## src/rtl/atan_pkg.sv

```systemverilog
// Shared constants, octant encoding and the octant fold for the arctangent datapath.
// Pure declarations: no storage, no latency.
// Not applicable: no handshake lives here.
package atan_pkg;

    localparam int PHASE_W = 16;
    localparam int Z_W     = 16;
    localparam int MULP_W  = 23;
    localparam int OCT_W   = 3;
    localparam int PROD_W  = MULP_W + Z_W;

    // Octant bit positions as produced by the upstream magnitude compare.
    localparam int OCT_SWAP = 2;
    localparam int OCT_NEGX = 1;
    localparam int OCT_NEGY = 0;

    localparam logic [PHASE_W-1:0] PHASE_EIGHTH  = 16'h2000;
    localparam logic [PHASE_W-1:0] PHASE_QUARTER = 16'h4000;
    localparam logic [PHASE_W-1:0] PHASE_HALF    = 16'h8000;

    // Coefficient B in Q0.23 turns, approximately 1/(2*pi).
    localparam logic [MULP_W-1:0] COEF_B_DEFAULT = 23'h145F30;

    // Sample travelling alongside the external A*z^2 multiplier.
    typedef struct packed {
        logic              vld;
        logic [OCT_W-1:0]  oct;
        logic [Z_W-1:0]    z;
    } dl_t;

    // Map a first-octant angle onto the full circle.
    function automatic logic [PHASE_W-1:0] fold_octant(
        input logic [PHASE_W-1:0] a_in,
        input logic [OCT_W-1:0]   oct
    );
        logic [PHASE_W-1:0] a;
        // The polynomial can overshoot slightly near z = 1; never leave the octant.
        a = (a_in > PHASE_EIGHTH) ? PHASE_EIGHTH : a_in;
        if (oct[OCT_SWAP]) a = PHASE_QUARTER - a;
        if (oct[OCT_NEGX]) a = PHASE_HALF - a;
        if (oct[OCT_NEGY]) a = {PHASE_W{1'b0}} - a;
        return a;
    endfunction

endpackage

```

## src/rtl/atan_delay_line.sv

```systemverilog
// Fixed-depth shift register used to align side-band data with an external pipeline.
// Latency: DEPTH cycles.
// No backpressure: shifts every cycle; synchronous reset clears every stage.
module atan_delay_line #(
    parameter int WIDTH = 8,
    parameter int DEPTH = 1
)(
    input  logic             clk,
    input  logic             rst,
    input  logic [WIDTH-1:0] i_dat,
    output logic [WIDTH-1:0] o_dat
);

    logic [WIDTH-1:0] r_stage [DEPTH];

    // Shift one stage per cycle; reset drops everything in flight.
    always_ff @(posedge clk) begin
        if (rst) begin
            for (int i = 0; i < DEPTH; i++) begin
                r_stage[i] <= '0;
            end
        end else begin
            r_stage[0] <= i_dat;
            for (int i = 1; i < DEPTH; i++) begin
                r_stage[i] <= r_stage[i-1];
            end
        end
    end

    assign o_dat = r_stage[DEPTH-1];

endmodule

```

## src/rtl/atan_poly_eval.sv

```systemverilog
// Arctangent back end: t = B - A*z^2 (clamped), P = t*z, fold octant into a 16-bit phase.
// Latency: MUL_LAT + 3 cycles from in_valid to out_valid; one sample per cycle.
// No backpressure; optional round-half-up of the phase under ATAN_ROUND_EN.
module atan_poly_eval
    import atan_pkg::*;
#(
    parameter int                MUL_LAT = 3,
    parameter logic [MULP_W-1:0] COEF_B  = COEF_B_DEFAULT
)(
    input  logic               clk,
    input  logic               rst,
    input  logic               in_valid,
    input  logic [Z_W-1:0]     z,
    input  logic [OCT_W-1:0]   octant,
    input  logic [MULP_W-1:0]  mul_A_p,
    output logic               out_valid,
    output logic [PHASE_W-1:0] phase
);

    // Rounding needs one bit below the phase LSB; truncation does not keep it.
`ifdef ATAN_ROUND_EN
    localparam int PHI_W = PHASE_W + 1;
`else
    localparam int PHI_W = PHASE_W;
`endif
    localparam int PHI_SH = PROD_W - PHI_W;

    dl_t w_dl_in;
    dl_t w_dl_out;

    assign w_dl_in.vld = in_valid;
    assign w_dl_in.oct = octant;
    assign w_dl_in.z   = z;

    // z/octant/valid wait here while the external multiplier forms A*z^2.
    atan_delay_line #(
        .WIDTH ($bits(dl_t)),
        .DEPTH (MUL_LAT)
    ) u_delay (
        .clk   (clk),
        .rst   (rst),
        .i_dat (w_dl_in),
        .o_dat (w_dl_out)
    );

    // S1: subtract, clamping at zero instead of wrapping.
    logic [MULP_W-1:0] w_t;
    assign w_t = (mul_A_p > COEF_B) ? '0 : (COEF_B - mul_A_p);

    logic              r_s1_vld;
    logic [OCT_W-1:0]  r_s1_oct;
    logic [Z_W-1:0]    r_s1_z;
    logic [MULP_W-1:0] r_s1_t;

    // Register t; mul_A_p is only looked at when the aligned valid is high.
    always_ff @(posedge clk) begin
        if (rst) begin
            r_s1_vld <= 1'b0;
            r_s1_oct <= '0;
            r_s1_z   <= '0;
            r_s1_t   <= '0;
        end else begin
            r_s1_vld <= w_dl_out.vld;
            if (w_dl_out.vld) begin
                r_s1_oct <= w_dl_out.oct;
                r_s1_z   <= w_dl_out.z;
                r_s1_t   <= w_t;
            end
        end
    end

    // S2: full 39-bit product, of which only the phase bits (plus round bit) are kept.
    logic [PHI_W-1:0] w_p_hi;
    assign w_p_hi = PHI_W'((PROD_W'(r_s1_t) * PROD_W'(r_s1_z)) >> PHI_SH);

    logic             r_s2_vld;
    logic [OCT_W-1:0] r_s2_oct;
    logic [PHI_W-1:0] r_s2_p_hi;

    // Register the product.
    always_ff @(posedge clk) begin
        if (rst) begin
            r_s2_vld  <= 1'b0;
            r_s2_oct  <= '0;
            r_s2_p_hi <= '0;
        end else begin
            r_s2_vld <= r_s1_vld;
            if (r_s1_vld) begin
                r_s2_oct  <= r_s1_oct;
                r_s2_p_hi <= w_p_hi;
            end
        end
    end

    // S3: first-octant angle, optionally rounded with saturation at 0xFFFF.
    logic [PHASE_W-1:0] w_a;
`ifdef ATAN_ROUND_EN
    logic [PHASE_W:0] w_a_sum;
    assign w_a_sum = {1'b0, r_s2_p_hi[PHI_W-1:1]} + {{PHASE_W{1'b0}}, r_s2_p_hi[0]};
    assign w_a     = w_a_sum[PHASE_W] ? {PHASE_W{1'b1}} : w_a_sum[PHASE_W-1:0];
`else
    assign w_a = r_s2_p_hi;
`endif

    logic               r_out_vld;
    logic [PHASE_W-1:0] r_phase;

    // Fold and register the output; phase holds between results.
    always_ff @(posedge clk) begin
        if (rst) begin
            r_out_vld <= 1'b0;
            r_phase   <= '0;
        end else begin
            r_out_vld <= r_s2_vld;
            if (r_s2_vld) begin
                r_phase <= fold_octant(w_a, r_s2_oct);
            end
        end
    end

    assign out_valid = r_out_vld;
    assign phase     = r_phase;

endmodule

```

## config.mk

```make
export PLATFORM = sky130hd
export DESIGN_NAME = atan_poly_eval
export DESIGN_NICKNAME = d
export VERILOG_FILES = /design/src/rtl/atan_pkg.sv /design/src/rtl/atan_delay_line.sv /design/src/rtl/atan_poly_eval.sv
export SDC_FILE = /design/constraint.sdc
export NUM_CORES = 1
export LEC_CHECK = 0
export ABC_AREA = 1
export BUFFER_PORTS_ARGS = -buffer_cell sky130_fd_sc_hd__buf_2
export CAP_MARGIN = 20
export CORE_AREA = 2 2 178 180
export CTS_CLUSTER_SIZE = 20
export DETAILED_ROUTE_END_ITERATION = 12
export DIE_AREA = 0 0 180 182
export PLACE_DENSITY = 0.75
export SLEW_MARGIN = 40
export SYNTH_ARGS = -nofsm -noshare
export SYNTH_HDL_FRONTEND = slang
export SYNTH_SLANG_ARGS = --single-unit
```

## constraint.sdc

```tcl
create_clock -name clk -period 7.5 [get_ports clk]
set_input_delay 0.375 -clock clk [delete_from_list [all_inputs] [get_ports clk]]
set_output_delay 0.375 -clock clk [all_outputs]
set_load 0.005 [all_outputs]
```

## Yosys cells after proc, flatten, opt, wreduce, memory -nomap -nowiden

Memory sizes are Yosys's and may differ from the RTL's.
Index checks and enable logic that the tools add are counted.

| storage, ports and cells | value |
|---|---|
| register bits after elaboration | 80 |
| latch bits | 0 |
| RAM bits | 60 |
| ROM bits | 0 |
| input bits | 45 |
| logic and storage cells | 35 |
| memories | 1 |

| operators by class | value |
|---|---|
| $add $sub $neg | 4 |
| $mul | 1 |
| divide/modulo/power cells | 0 |
| magnitude comparators | 2 |
| equal/unequal tests | 0 |
| shift operators | 0 |
| mux-type cells | 15 |
| bitwise gates (word level) | 3 |
| reduce and logical (&&, ||, !) cells | 0 |

Memories:

| memory | words | width | rd ports | clocked after Yosys merged registers in | wr ports | line | text |
|---|---|---|---|---|---|---|---|
| u_delay.r_stage | 3 | 20 | 3 | 0 | 3 | atan_delay_line.sv:14 | `logic [WIDTH-1:0] r_stage [DEPTH];` |

Operator list:

| kind | number |
|---|---|
| two-way mux 16 bit | 8 |
| two-way mux 20 bit | 3 |
| multiplier 23 x 16 -> 39 bit | 1 |
| greater-than comparator 23 x 21 -> 1 bit (second input constant) | 1 |
| two-way mux 23 bit | 1 |
| subtractor 21 x 23 -> 23 bit (first input constant) | 1 |
| greater-than comparator 16 x 14 -> 1 bit (second input constant) | 1 |
| subtractor 1 x 16 -> 16 bit (first input constant) | 1 |
| subtractor 15 x 16 -> 16 bit (first input constant) | 1 |
| subtractor 16 bit (first input constant) | 1 |
| two-way mux 1 bit | 3 |
| OR 1 bit | 3 |

## Longest topological paths before layout

| logic depth | value |
|---|---|
| word-level depth | 12 |
| gate-level depth with buffers | 31 |

## Hierarchy

From an unflattened synthesis, not the netlist that was laid out.

| second synthesis, totals | value |
|---|---|
| cells, all modules | 2454 |
| area total of the unflattened synthesis | 18332.6 µm² |

By module, submodules not included:

| module | times used | cells each | area each (µm²) |
|---|---|---|---|
| atan_poly_eval | 1 | 2247 | 16452.0 |
| atan_delay_line | 1 | 207 | 1880.6 |

## Least setup slack after synthesis

Ideal clock, no wire load.

| timing path | value |
|---|---|
| path type | flip-flop to flip-flop |
| start | register r_s1_t[20] |
| end | register r_s2_p_hi[15] |
| setup time | 0.058 ns |
| arrival | 5.790 ns |
| slack | 1.652 ns |
| stages on the path, launching flop included | 28 |
| buffers on the path | 2 |
| clock period less this slack | 5.848 ns |
| path through | dfxtp_1 clkbuf_1 clkbuf_1 nand2_1 fa_1 inv_1 fa_1 inv_1 fa_1 inv_1 fa_1 fa_1 inv_1 fa_1 inv_1 ha_1 a21oi_1 inv_1 a31oi_1 o21ai_0 a211oi_1 nand2_1 nand2_1 o311ai_0 or2_2 nand3_1 o211ai_1 inv_1 |

| between the ends | value |
|---|---|
| cells in the longest elaborated chain, start to end | 1 |

Ends and longest elaborated chain:

| item | line | text |
|---|---|---|
| start: declaration | atan_poly_eval.sv:53 | `logic [MULP_W-1:0] r_s1_t;` |
| start signal: assignment | atan_poly_eval.sv:67 | `r_s1_t <= w_t;` |
| multiplier 23 x 16 -> 39 bit | atan_poly_eval.sv:74 | `assign w_p_hi = PHI_W'((PROD_W'(r_s1_t) * PROD_W'(r_s1_z)) >> PHI_SH);` |
| end signal: assignment | atan_poly_eval.sv:90 | `r_s2_p_hi <= w_p_hi;` |
| end: declaration | atan_poly_eval.sv:78 | `logic [PHI_W-1:0] r_s2_p_hi;` |

Every way passes these cells.
A chain may end at the register's enable or synchronous reset.

## Final worst setup path

| timing path | value |
|---|---|
| start | register r_s1_t[6] |
| end | register r_s2_p_hi[4] |

The elaborated chain is that of the path after synthesis.

==> results by group <==
Detailed routing
  • Via count of the routed design: 15,000
  • Total Wirelength: 42,700 µm
  • DRC violation total after the first TritonRoute iteration: 802
  • Count of unresolved DRC violations after routing: 0
  • ANT nets after route: 0
  • WL/cell: 14.8 µm
  • Number of vias per cell after detailed routing: 5.19
  • Router iterations before antenna repair: 6

STA
  • Aggregate negative setup slack: 0 ps
  • Worst slew margin relative to its limit: 40.1%
  • Transition time of the tightest slew-check pin: 898 ps
  • Tcrit/Tclk final: 86.4%
  • Count of final max-slew check failures: 0
  • Setup violators final: 0
  • Number of hold violations in the final report: 0
  • Unrepaired setup endpoints after global routing: no
  • Clock Skews: 9.03 ps
  • Upper clock frequency limit: 154 MHz
  • Setup slack after layout: 1020 ps
  • Time the final worst path needs with I/O delays and setup: 6480 ps

Finish
  • Fillers: 2,674
  • Area of the multi-input gates: 12,500 µm²
  • Net count reported at finish: 2,914
  • Area added between synthesis and finish: 5.89%
  • Utilization of the core after routing: 62.4%
  • Register Area: 2830 µm²
  • Final cell count without fillers: 2,881
  • Diodes inserted: 0
  • Fraction of final layout cells sized beyond drive strength 1: 7.34%

Synth
  • Synthesized instance count: 2,483
  • Share of the synthesized area in the top cell type: 31.9%
  • Count leader, synth: sky130_fd_sc_hd__inv_1
  • Most frequent cells after synthesis: sky130_fd_sc_hd__inv_1 (646), sky130_fd_sc_hd__nand2_1 (591), sky130_fd_sc_hd__fa_1 (291)
  • Most area-hungry cell type in the Yosys netlist: sky130_fd_sc_hd__fa_1
  • Cell area after technology mapping: 18,200 µm²
  • Share of async-settable or async-resettable flops after synthesis: 0%
  • Most used DFF post-synth: sky130_fd_sc_hd__dfxtp_1
  • Count of state elements after synthesis: 140
  • Largest cells by area after synthesis: sky130_fd_sc_hd__fa_1 (32%), sky130_fd_sc_hd__dfxtp_1 (15%), sky130_fd_sc_hd__inv_1 (13%)
  • Fraction of the yosys area taken by sequential cells: 15.4%
  • Cell variety after synth: 55
  • Synth Area per Inst: 7.35 µm²
  • Number of synthesized flops with an enable pin: 0
  • Synth Warn #: 0
  • Synthesized Nets: 2,931

Placement
  • Post-Place Setup Slack: 991 ps
  • Inst Count DP: 2,849
  • Total half-perimeter wirelength after legalization and detailed placement: 34,300 µm
  • IO Port Bufs: 61
  • Gpl congestion: 0.885

Clock network
  • Sinks on Clock Net: 140
  • Num CTS Buffers: 17
  • Clk Latency, worst-skew pair: 440 ps
  • Clock transition at the register clock pins on the worst setup and hold paths after CTS: 60 ps
  • CTS Root Cell: sky130_fd_sc_hd__clkbuf_16
  • H-tree lvl count: 4
  • Number of buffers on the longest clock path: 2
  • Count of instances resized after the clock tree is built: 0
  • TritonCTS clock tree: done
  • Cts hold-fix bufs: 0
  • Number of buffers inserted by post-CTS setup repair: 0

Floorplanning
  • Starting density of the core: 58.9%
  • Width of the die: 180 µm
  • Row count: 65
  • Placeable core region: 31,000 µm²
  • Total I/O pin count: 62
  • Overall die area: 32,800 µm²
  • Vert. Die Dim: 182 µm

Worst setup path
  • Startpoint-to-endpoint class of the critical path: reg -> reg
  • Critical Path Start Type: flop
  • CP endpoint kind: flop
  • Critical path arrival: 6760 ps
  • Largest fanout of any net on the critical path: 17
  • Data required time at the worst endpoint: 7780 ps

Global route
  • Number of antenna violations at the first check in global routing: 0
  • Largest net degree at the start of global routing: 99
  • First-pass GRT wire length: 73,900 µm
  • Overall global routing resource usage: 27.8%
  • Via count of the first global-routing pass: 15,800
  • Global route total overflow: 0

Outcome
  • Status: finished, final reports clean

Power and ir drop
  • Leakage power total: 10.9 nW
  • Cell Pwr Density: 91.9 nW/µm²
  • Largest vdd supply drop: 0.194 mV

Hold path
  • Worst Hold Class: in -> reg

Flow run
  • Number of maximum-capacitance violations: 0
cell families (layout without fill, tap and decap cells):
| group | after synthesis | after routing | share of synthesized area, % |
|---|---|---|---|
| AND/OR/NAND/NOR | 930 | 930 | 20.9 |
| XOR/XNOR | 24 | 24 | 1.25 |
| flip-flops | 140 | 140 | 15.4 |
| adder cells (fa/ha/maj) | 403 | 403 | 39.6 |
| buffers and inverters | 771 | 767 | 16.1 |
| AO/OA/AOI/OAI | 215 | 215 | 6.71 |
worst max-delay path, stage by stage (launching register included):
cell and delay, ps:
sky130_fd_sc_hd__dfxtp_1 870, sky130_fd_sc_hd__nand2_1 170, sky130_fd_sc_hd__fa_1 540, sky130_fd_sc_hd__inv_1 50, sky130_fd_sc_hd__fa_1 520, sky130_fd_sc_hd__inv_1 60, sky130_fd_sc_hd__fa_1 540, sky130_fd_sc_hd__inv_1 60
sky130_fd_sc_hd__fa_1 450, sky130_fd_sc_hd__fa_1 490, sky130_fd_sc_hd__inv_1 50, sky130_fd_sc_hd__fa_1 500, sky130_fd_sc_hd__inv_1 70, sky130_fd_sc_hd__ha_1 360, sky130_fd_sc_hd__nand2_1 100, sky130_fd_sc_hd__nor2_1 130
sky130_fd_sc_hd__nand4_1 90, sky130_fd_sc_hd__o21ai_1 310, sky130_fd_sc_hd__a21oi_1 160, sky130_fd_sc_hd__o21ai_1 340, sky130_fd_sc_hd__nand2_1 120, sky130_fd_sc_hd__nand3_1 90, sky130_fd_sc_hd__nand2_1 50, sky130_fd_sc_hd__nor2_1 130
sky130_fd_sc_hd__a211oi_1 60
final cells by class:
| class | count | share of cell area, % |
|---|---|---|
| clock buffer | 19 | 2.34 |
| sequential | 140 | 14.6 |
| timing repair buffer | 79 | 2.31 |
| clock inverter | 13 | 0.674 |
| tap | 402 | 2.60 |
| multi-input combinational | 1572 | 64.7 |
| inverter | 656 | 12.8 |
path summary, 6_finish.rpt:
| path | end | slack, ps | cells past startpoint | from |
|---|---|---|---|---|
| setup / recovery | r_s2_p_hi[4] | 1020 | 24 | r_s1_t[6] |
| hold / removal | u_delay.r_stage[0][11] | 140 | 3 | z[11] |
| setup reg to reg | r_s2_p_hi[4] | 1020 | 24 | r_s1_t[6] |
| hold reg to reg | u_delay.r_stage[0][59] | 400 | 2 | u_delay.r_stage[0][39] |
sequential cells by signal (all words and copies together), names as in the netlist:
register / cells
r_s1_oct: 3
out_valid: 1
r_s2_p_hi: 16
r_s2_oct: 3
u_delay.r_stage: 60
phase: 16
r_s1_vld: 1
r_s1_z: 16
r_s1_t: 23
r_s2_vld: 1
cell usage in the layout, fill, tap and decap left out, types with 3 or more instances in the layout:
cell and instances:
sky130_fd_sc_hd__o211ai_1 10, sky130_fd_sc_hd__dfxtp_1 122, sky130_fd_sc_hd__dfxtp_2 18, sky130_fd_sc_hd__nor2_1 204, sky130_fd_sc_hd__fa_1 291, sky130_fd_sc_hd__or2_2 4
sky130_fd_sc_hd__nand4_1 9, sky130_fd_sc_hd__ha_1 112, sky130_fd_sc_hd__inv_6 4, sky130_fd_sc_hd__o21a_1 4, sky130_fd_sc_hd__nand3_2 5, sky130_fd_sc_hd__a21oi_1 90
sky130_fd_sc_hd__nor2_4 4, sky130_fd_sc_hd__a211oi_1 6, sky130_fd_sc_hd__xor2_1 13, sky130_fd_sc_hd__inv_1 646, sky130_fd_sc_hd__o21ai_1 4, sky130_fd_sc_hd__a31oi_1 8
sky130_fd_sc_hd__nand2_4 3, sky130_fd_sc_hd__nand3_1 65, sky130_fd_sc_hd__nand3b_1 6, sky130_fd_sc_hd__nor3_1 9, sky130_fd_sc_hd__nor2_2 6, sky130_fd_sc_hd__nand2_2 16
sky130_fd_sc_hd__xnor2_1 10, sky130_fd_sc_hd__clkbuf_16 17, sky130_fd_sc_hd__buf_4 18, sky130_fd_sc_hd__buf_2 60, sky130_fd_sc_hd__o41ai_1 4, sky130_fd_sc_hd__nand2_1 591
sky130_fd_sc_hd__o221ai_1 6, sky130_fd_sc_hd__inv_2 8, sky130_fd_sc_hd__o21ai_0 69
report_power, final:
part           leakage (nW)  internal [mW]  switching (mW)  total (mW)
clock network         0.285          0.481           0.341       0.822
registers              1.15          0.765          0.0360       0.801
logic                  9.52         0.0554          0.0968       0.152
total                  10.9           1.30           0.474        1.78
layer usage:
metal,global-route usage (%),vias up,part of all wire [%]
met5,0,-,0
met4,12.6,0,3.9
met3,3.61,119,5.0
met2,48.7,490,50
met1,34.2,7152,42
li1,-,7193,-
per-stage QoR:
step,power [mW],hold WS (ps),cell area (µm²)
final,1.78,140,19300
after global routing,1.85,133,19300
after CTS,1.80,116,19300
after detailed placement,0.967,395,18700
after global placement,0.962,388,18700
after floorplan,0.916,388,18200
Power figures use the tool's default switching activity.
